File: src/rtl/mult_arb_pkg.sv
// Shared constants, FSM encodings and the round-robin pick function for mult_arbiter.
package mult_arb_pkg;

   localparam int unsigned DEF_N_REQ = 4;
   localparam int unsigned DEF_WIDTH = 8;
   localparam int unsigned MAX_REQ   = 8;

   localparam logic [1:0] IDLE = 2'd0;
   localparam logic [1:0] CALC = 2'd1;
   localparam logic [1:0] DONE = 2'd2;

   // One-hot grant to the first valid requester at or after ptr, wrapping at n.
   function automatic logic [MAX_REQ-1:0] rr_pick(input logic [MAX_REQ-1:0] valid,
                                                  input logic [2:0]         ptr,
                                                  input int unsigned        n);
      logic [MAX_REQ-1:0] grant;
      logic               found;
      logic [2:0]         idx;
      grant = '0;
      found = 1'b0;
      for (int unsigned i = 0; i < MAX_REQ; i++) begin
         idx = 3'((32'(ptr) + i) % n);
         if (i < n && !found && valid[idx]) begin
            grant[idx] = 1'b1;
            found      = 1'b1;
         end
      end
      return grant;
   endfunction

endpackage

File: src/rtl/shift_add_mult.sv
// Sequential unsigned shift-add multiplier: one multiplier bit per cycle, fixed WIDTH steps.
module shift_add_mult #(
   parameter int unsigned WIDTH = 8
) (
   input  logic               clock,
   input  logic               rst_n,
   input  logic               start,
   input  logic [WIDTH-1:0]   x,
   input  logic [WIDTH-1:0]   y,
   output logic               done,
   output logic [2*WIDTH-1:0] product
);

   localparam int unsigned CW = $clog2(WIDTH);

   logic [WIDTH-1:0]   x_q, y_q;
   logic [2*WIDTH-1:0] acc_q, acc_d, partial;
   logic [CW-1:0]      cnt_q;
   logic               run_q;

   always_comb begin
      partial = '0;
      if (y_q[cnt_q]) partial = {{WIDTH{1'b0}}, x_q} << cnt_q;
      acc_d = acc_q + partial;
   end

   // done and product describe the step being taken this cycle, so the owner
   // can capture the final sum on the same edge that completes it.
   assign done    = run_q && (cnt_q == CW'(WIDTH - 1));
   assign product = acc_d;

   always_ff @(posedge clock) begin
      if (!rst_n) begin
         x_q   <= '0;
         y_q   <= '0;
         acc_q <= '0;
         cnt_q <= '0;
         run_q <= 1'b0;
      end else if (start) begin
         x_q   <= x;
         y_q   <= y;
         acc_q <= '0;
         cnt_q <= '0;
         run_q <= 1'b1;
      end else if (run_q) begin
         acc_q <= acc_d;
         cnt_q <= cnt_q + CW'(1);
         if (done) run_q <= 1'b0;
      end
   end

endmodule

File: src/rtl/mult_arbiter.sv
// Arbitrates N_REQ requesters onto one shift-add multiplier and returns product plus ID.
// Define MULT_ARB_FIXED_PRIO_EN for fixed lowest-index priority instead of round-robin.
module mult_arbiter
   import mult_arb_pkg::*;
#(
   parameter int unsigned N_REQ = DEF_N_REQ,
   parameter int unsigned WIDTH = DEF_WIDTH,
   parameter int unsigned ID_W  = $clog2(N_REQ)
) (
   input  logic                   clock,
   input  logic                   rst_n,
   input  logic [N_REQ-1:0]       req_valid,
   output logic [N_REQ-1:0]       req_ready,
   input  logic [N_REQ*WIDTH-1:0] req_x,
   input  logic [N_REQ*WIDTH-1:0] req_y,
   output logic                   rsp_valid,
   input  logic                   rsp_ready,
   output logic [2*WIDTH-1:0]     rsp_data,
   output logic [ID_W-1:0]        rsp_id,
   output logic                   busy
);

   logic [1:0]         state_q, state_d;
   logic [ID_W-1:0]    ptr, id_q, rsp_id_q, gidx;
   logic [2*WIDTH-1:0] rsp_data_q, mult_product;
   logic [MAX_REQ-1:0] valid_pad, pick;
   logic               unused_pick;
   logic [WIDTH-1:0]   sel_x, sel_y;
   logic               accept, mult_done;

`ifdef MULT_ARB_FIXED_PRIO_EN
   assign ptr = '0;
`else
   logic [ID_W-1:0] ptr_q;
   assign ptr = ptr_q;

   always_ff @(posedge clock) begin
      if (!rst_n) begin
         ptr_q <= '0;
      end else if (state_q == DONE && rsp_ready) begin
         ptr_q <= (rsp_id_q == ID_W'(N_REQ - 1)) ? '0 : rsp_id_q + ID_W'(1);
      end
   end
`endif

   always_comb begin
      valid_pad              = '0;
      valid_pad[N_REQ-1:0]   = req_valid;
   end

   assign pick        = rr_pick(valid_pad, 3'(ptr), N_REQ);
   assign unused_pick = ^pick;
   // Gated by rst_n so no grant is offered while reset is held.
   assign req_ready   = (rst_n && state_q == IDLE) ? pick[N_REQ-1:0] : '0;
   assign accept      = |(req_valid & req_ready);

   always_comb begin
      gidx  = '0;
      sel_x = '0;
      sel_y = '0;
      for (int unsigned i = 0; i < N_REQ; i++) begin
         if (req_ready[i]) begin
            gidx  = ID_W'(i);
            sel_x = req_x[i*WIDTH +: WIDTH];
            sel_y = req_y[i*WIDTH +: WIDTH];
         end
      end
   end

   always_comb begin
      state_d = state_q;
      case (state_q)
         IDLE:    if (accept) state_d = CALC;
         CALC:    if (mult_done) state_d = DONE;
         DONE:    if (rsp_ready) state_d = IDLE;
         default: state_d = IDLE;
      endcase
   end

   always_ff @(posedge clock) begin
      if (!rst_n) begin
         state_q    <= IDLE;
         id_q       <= '0;
         rsp_id_q   <= '0;
         rsp_data_q <= '0;
      end else begin
         state_q <= state_d;
         if (accept) id_q <= gidx;
         if (state_q == CALC && mult_done) begin
            rsp_data_q <= mult_product;
            rsp_id_q   <= id_q;
         end
      end
   end

   shift_add_mult #(
      .WIDTH(WIDTH)
   ) u_mult (
      .clock   (clock),
      .rst_n   (rst_n),
      .start   (accept),
      .x       (sel_x),
      .y       (sel_y),
      .done    (mult_done),
      .product (mult_product)
   );

   assign rsp_valid = (state_q == DONE);
   assign rsp_data  = rsp_data_q;
   assign rsp_id    = rsp_id_q;
   assign busy      = (state_q != IDLE);

endmodule

File: config.mk
export PLATFORM = sky130hd
export DESIGN_NAME = mult_arbiter
export DESIGN_NICKNAME = d
export VERILOG_FILES = /design/src/rtl/mult_arb_pkg.sv /design/src/rtl/shift_add_mult.sv /design/src/rtl/mult_arbiter.sv
export SDC_FILE = /design/constraint.sdc
export NUM_CORES = 1
export LEC_CHECK = 0
export CAP_MARGIN = 0
export CORE_MARGIN = 2
export CORE_UTILIZATION = 50
export CTS_CLUSTER_DIAMETER = 40
export DETAILED_ROUTE_END_ITERATION = 7
export PLACE_DENSITY = 0.8
export SETUP_SLACK_MARGIN = 0.2
export SYNTH_ARGS = -nofsm -noshare
export SYNTH_HDL_FRONTEND = slang
export SYNTH_SLANG_ARGS = --single-unit
File: constraint.sdc
create_clock -name clock -period 9.7 [get_ports clock]
set_clock_uncertainty 0.1 [all_clocks]
set_input_delay 1.94 -clock clock [delete_from_list [all_inputs] [get_ports clock]]
set_output_delay 1.94 -clock clock [all_outputs]
set_load 0.01 [all_outputs]
==> flow_summary.json <==
{
  "finish.instance_area_mm2": 0.00522,
  "powerDensity_mw_per_mm2": 117,
  "wl_um": 10200,
  "track_usage_pct": 23.8,
  "min_path_type": "reg -> reg",
  "multi_input_area_mm2": 0.00265,
  "status": "finished clean",
  "grt_pass1_vias": 3903,
  "register_area_mm2": 0.00120,
  "cts_made_buffers": 9,
  "drive_gt1_share_pct": 7.95,
  "synthMuxAreaShare_pct": 9.00,
  "max_slew.worst_pin.slew_ns": 0.881,
  "nets": 697,
  "synth_top_area_share_pct": 29.3,
  "netlist_top_cells_count": "nand2_1 (71), dfxtp_1 (60), a21oi_1 (54), nor2_1 (54), inv_1 (29)",
  "critical-path-slowest-cell": "clkdlybuf4s50_1",
  "syn2layout_area_growth_pct": 27.3,
  "synth_xor_area_share_pct": 2.35,
  "report.final.setup_viol": 0,
  "ios": 95,
  "wl_per_cell_um": 14.4,
  "rsz0062_at_grt": "no",
  "critical-path-top-delay-family": "buffers and inverters",
  "hold_viol": 0,
  "ant_nets": 0,
  "coreArea_mm2": 0.00809,
  "synthTopCellsByArea": "dfxtp_1 (29%), ha_1 (7.6%), a21oi_1 (6.6%)",
  "rows": 33,
  "cp_data_required_time_ns": 7.66,
  "yosysMostFrequentCell": "nand2_1",
  "synth_area_per_cell_um2": 7.84,
  "cp-end-kind": "output pin",
  "synth_fa_ha_area_share_pct": 8.11,
  "path_class": "in -> out",
  "vias": 4070,
  "crit_chain": "clkdlybuf4s50_1 -> inv_1 -> or2_2 -> a211oi_1 -> nor2_2 -> inv_2 -> clkdlybuf4s50_1",
  "ys_seq_area_share_pct": 29.3,
  "worstPathMaxFanout": 32,
  "cts.sink_count": 60,
  "placed_cell_area_mm2": 0.00505,
  "period_share_pct": 75.1,
  "fp.dieW_um": 94.6,
  "start_util_pct": 50.7,
  "power_uw": 608,
  "dieArea_mm2": 0.00894,
  "synth_compound_area_share_pct": 25.4,
  "dpl.cell_count": 694,
  "drt_iter0_drc": 216,
  "p_leak_nw": 1.95,
  "synth.largest_area_cell": "dfxtp_1",
  "portBuffers": 94,
  "grt_max_degree": 35,
  "n_antenna_cell": 0,
  "synth-simple-area-share_pct": 19.8,
  "max_freq_ghz": 0.137,
  "clk_path_buf_depth": 2,
  "cts_tree": "yes",
  "syn_area_mm2": 0.00410,
  "mappedNetlistNets": 620,
  "htree_levels": 3,
  "vdd_ir_drop_max_mv": 0.0561,
  "viasPerCell": 5.74,
  "setup_tns_ns": 0,
  "arrival_ns": 5.24,
  "async_reset_ff_share_pct": 0,
  "cp_slowest_stage_delay_ns": 0.86,
  "ys_warn_count": 0,
  "cp_common_cell": "clkdlybuf4s50_1",
  "fin_cells": 709,
  "drv_cap": 0,
  "synth_edf_count": 0,
  "grt_first_pass_wirelength_um": 17000,
  "clk_pin_slew_ns": 0.06,
  "place_congestion": 0.884,
  "cts_resized": 0,
  "synthCells": 523,
  "overflow": 0,
  "drc": 0,
  "dp_hpwl_um": 7720,
  "clock_latency_ns": 0.35,
  "fillers": 715,
  "root_buffer": "clkbuf_8",
  "fin_crit_ns": 7.28,
  "fin_util_pct": 64.5,
  "synth_top_family_by_area": "compound AO/OA/AOI/OAI gates",
  "antenna_found_initial": 0,
  "synth_top_flop_cell": "dfxtp_1",
  "critPathLaunchType": "input pin",
  "slew_viol_final": 0,
  "synth_cell_types": 55,
  "path_buf_inv": 4,
  "max-slew-margin-rel_pct": 41.3,
  "hold_buffers": 0,
  "drtPass1Iterations": 5,
  "post_cts_buffers": 0,
  "synth-seq-cells": 60,
  "fp.dieH_um": 94.6
}
[stage by stage]
step / setup WS [ns] / hold WS, ns
after floorplan: 4.19 / 0.332
after global placement: 2.49 / 0.344
after detailed placement: 2.45 / 0.348
after CTS: 2.42 / 0.356
after global routing: 2.18 / 0.386
final: 2.42 / 0.354
[kinds of logic after synthesis]
group                    Yosys count
AO/OA/AOI/OAI                    156
XOR/XNOR                          11
adder cells (fa/ha/maj)           26
buffers and inverters             60
flip-flops                        60
multiplexers                      29
AND/OR/NAND/NOR                  181
[routing by layer]
layer / share of wire (%) / GRT usage [%] / up-vias
met4: 1.5 / 8.45 / 0
li1: - / - / 2026
met2: 48 / 41.0 / 161
met3: 7.5 / 6.15 / 13
met5: 0 / 0 / -
met1: 43 / 28.6 / 1870
[state kept, by name (all words and copies together), names as in the netlist, 3 cells and up]
signal and count:
u_mult.cnt_q 3, u_mult.y_q 8, u_mult.x_q 8, rsp_data 16, u_mult.acc_q 16
[placed cells by master (no fill, tap or decap), types with 3 or more instances in the layout]
cell / synthesis / routed
nand2_1: 71 / 71
o31ai_1: 3 / 3
a311oi_1: 3 / 3
nor2b_1: 5 / 5
a22oi_1: 12 / 12
a21o_1: 4 / 4
xor2_1: 4 / 4
clkdlybuf4s50_1: 0 / 94
a31o_2: 3 / 3
a31oi_1: 6 / 6
nand2b_1: 3 / 3
and2_1: 4 / 4
o221a_2: 12 / 12
a221o_1: 4 / 4
mux4_2: 6 / 6
nand3_1: 12 / 12
nor3b_1: 3 / 3
nor2_1: 54 / 54
o21ai_0: 24 / 24
nand3b_1: 6 / 6
o21a_1: 6 / 6
xnor2_1: 7 / 7
clkbuf_8: 0 / 11
nor3_1: 9 / 9
ha_1: 25 / 25
dfxtp_1: 60 / 60
and3_1: 3 / 3
inv_1: 29 / 29
a211oi_1: 8 / 8
mux2_2: 3 / 3
a21oi_1: 54 / 54
or2_2: 4 / 4
mux2i_1: 20 / 20
o22ai_1: 4 / 4
[final cells by class]
class,count,area share [%]
multi-input cells,403,50.8
clock buffers,13,3.04
clock inverters,2,0.192
flip-flops and latches,60,23.0
repair buffers,96,18.3
well taps,105,2.52
inverters,30,2.16
[worst min-delay path, delay by kind of cell (launching register included)]
kind,cells,cell delay [ns]
flip-flops,1,0.31
AND/OR/NAND/NOR,1,0.05
AO/OA/AOI/OAI,1,0.05
[power breakdown]
part	internal, mW	switching [mW]	total, mW
Combinational	0.0718	0.0665	0.138
Clock	0.104	0.0933	0.198
Sequential	0.258	0.0139	0.272
[final timing paths]
path,cells past startpoint,end,slack [ns],startpoint
worst min-delay path,2,rsp_data[13]$_SDFFE_PN0P_,0.35,rsp_data[13]$_SDFFE_PN0P_
worst max-delay path,7,req_ready[3],2.42,rst_n
worst min register to register,2,rsp_data[13]$_SDFFE_PN0P_,0.35,rsp_data[13]$_SDFFE_PN0P_
worst max register to register,10,u_mult.y_q[3]$_SDFFE_PN0P_,4.92,ptr[0]$_SDFFE_PN0P_
No activity file was read; power rests on OpenSTA's default activity.
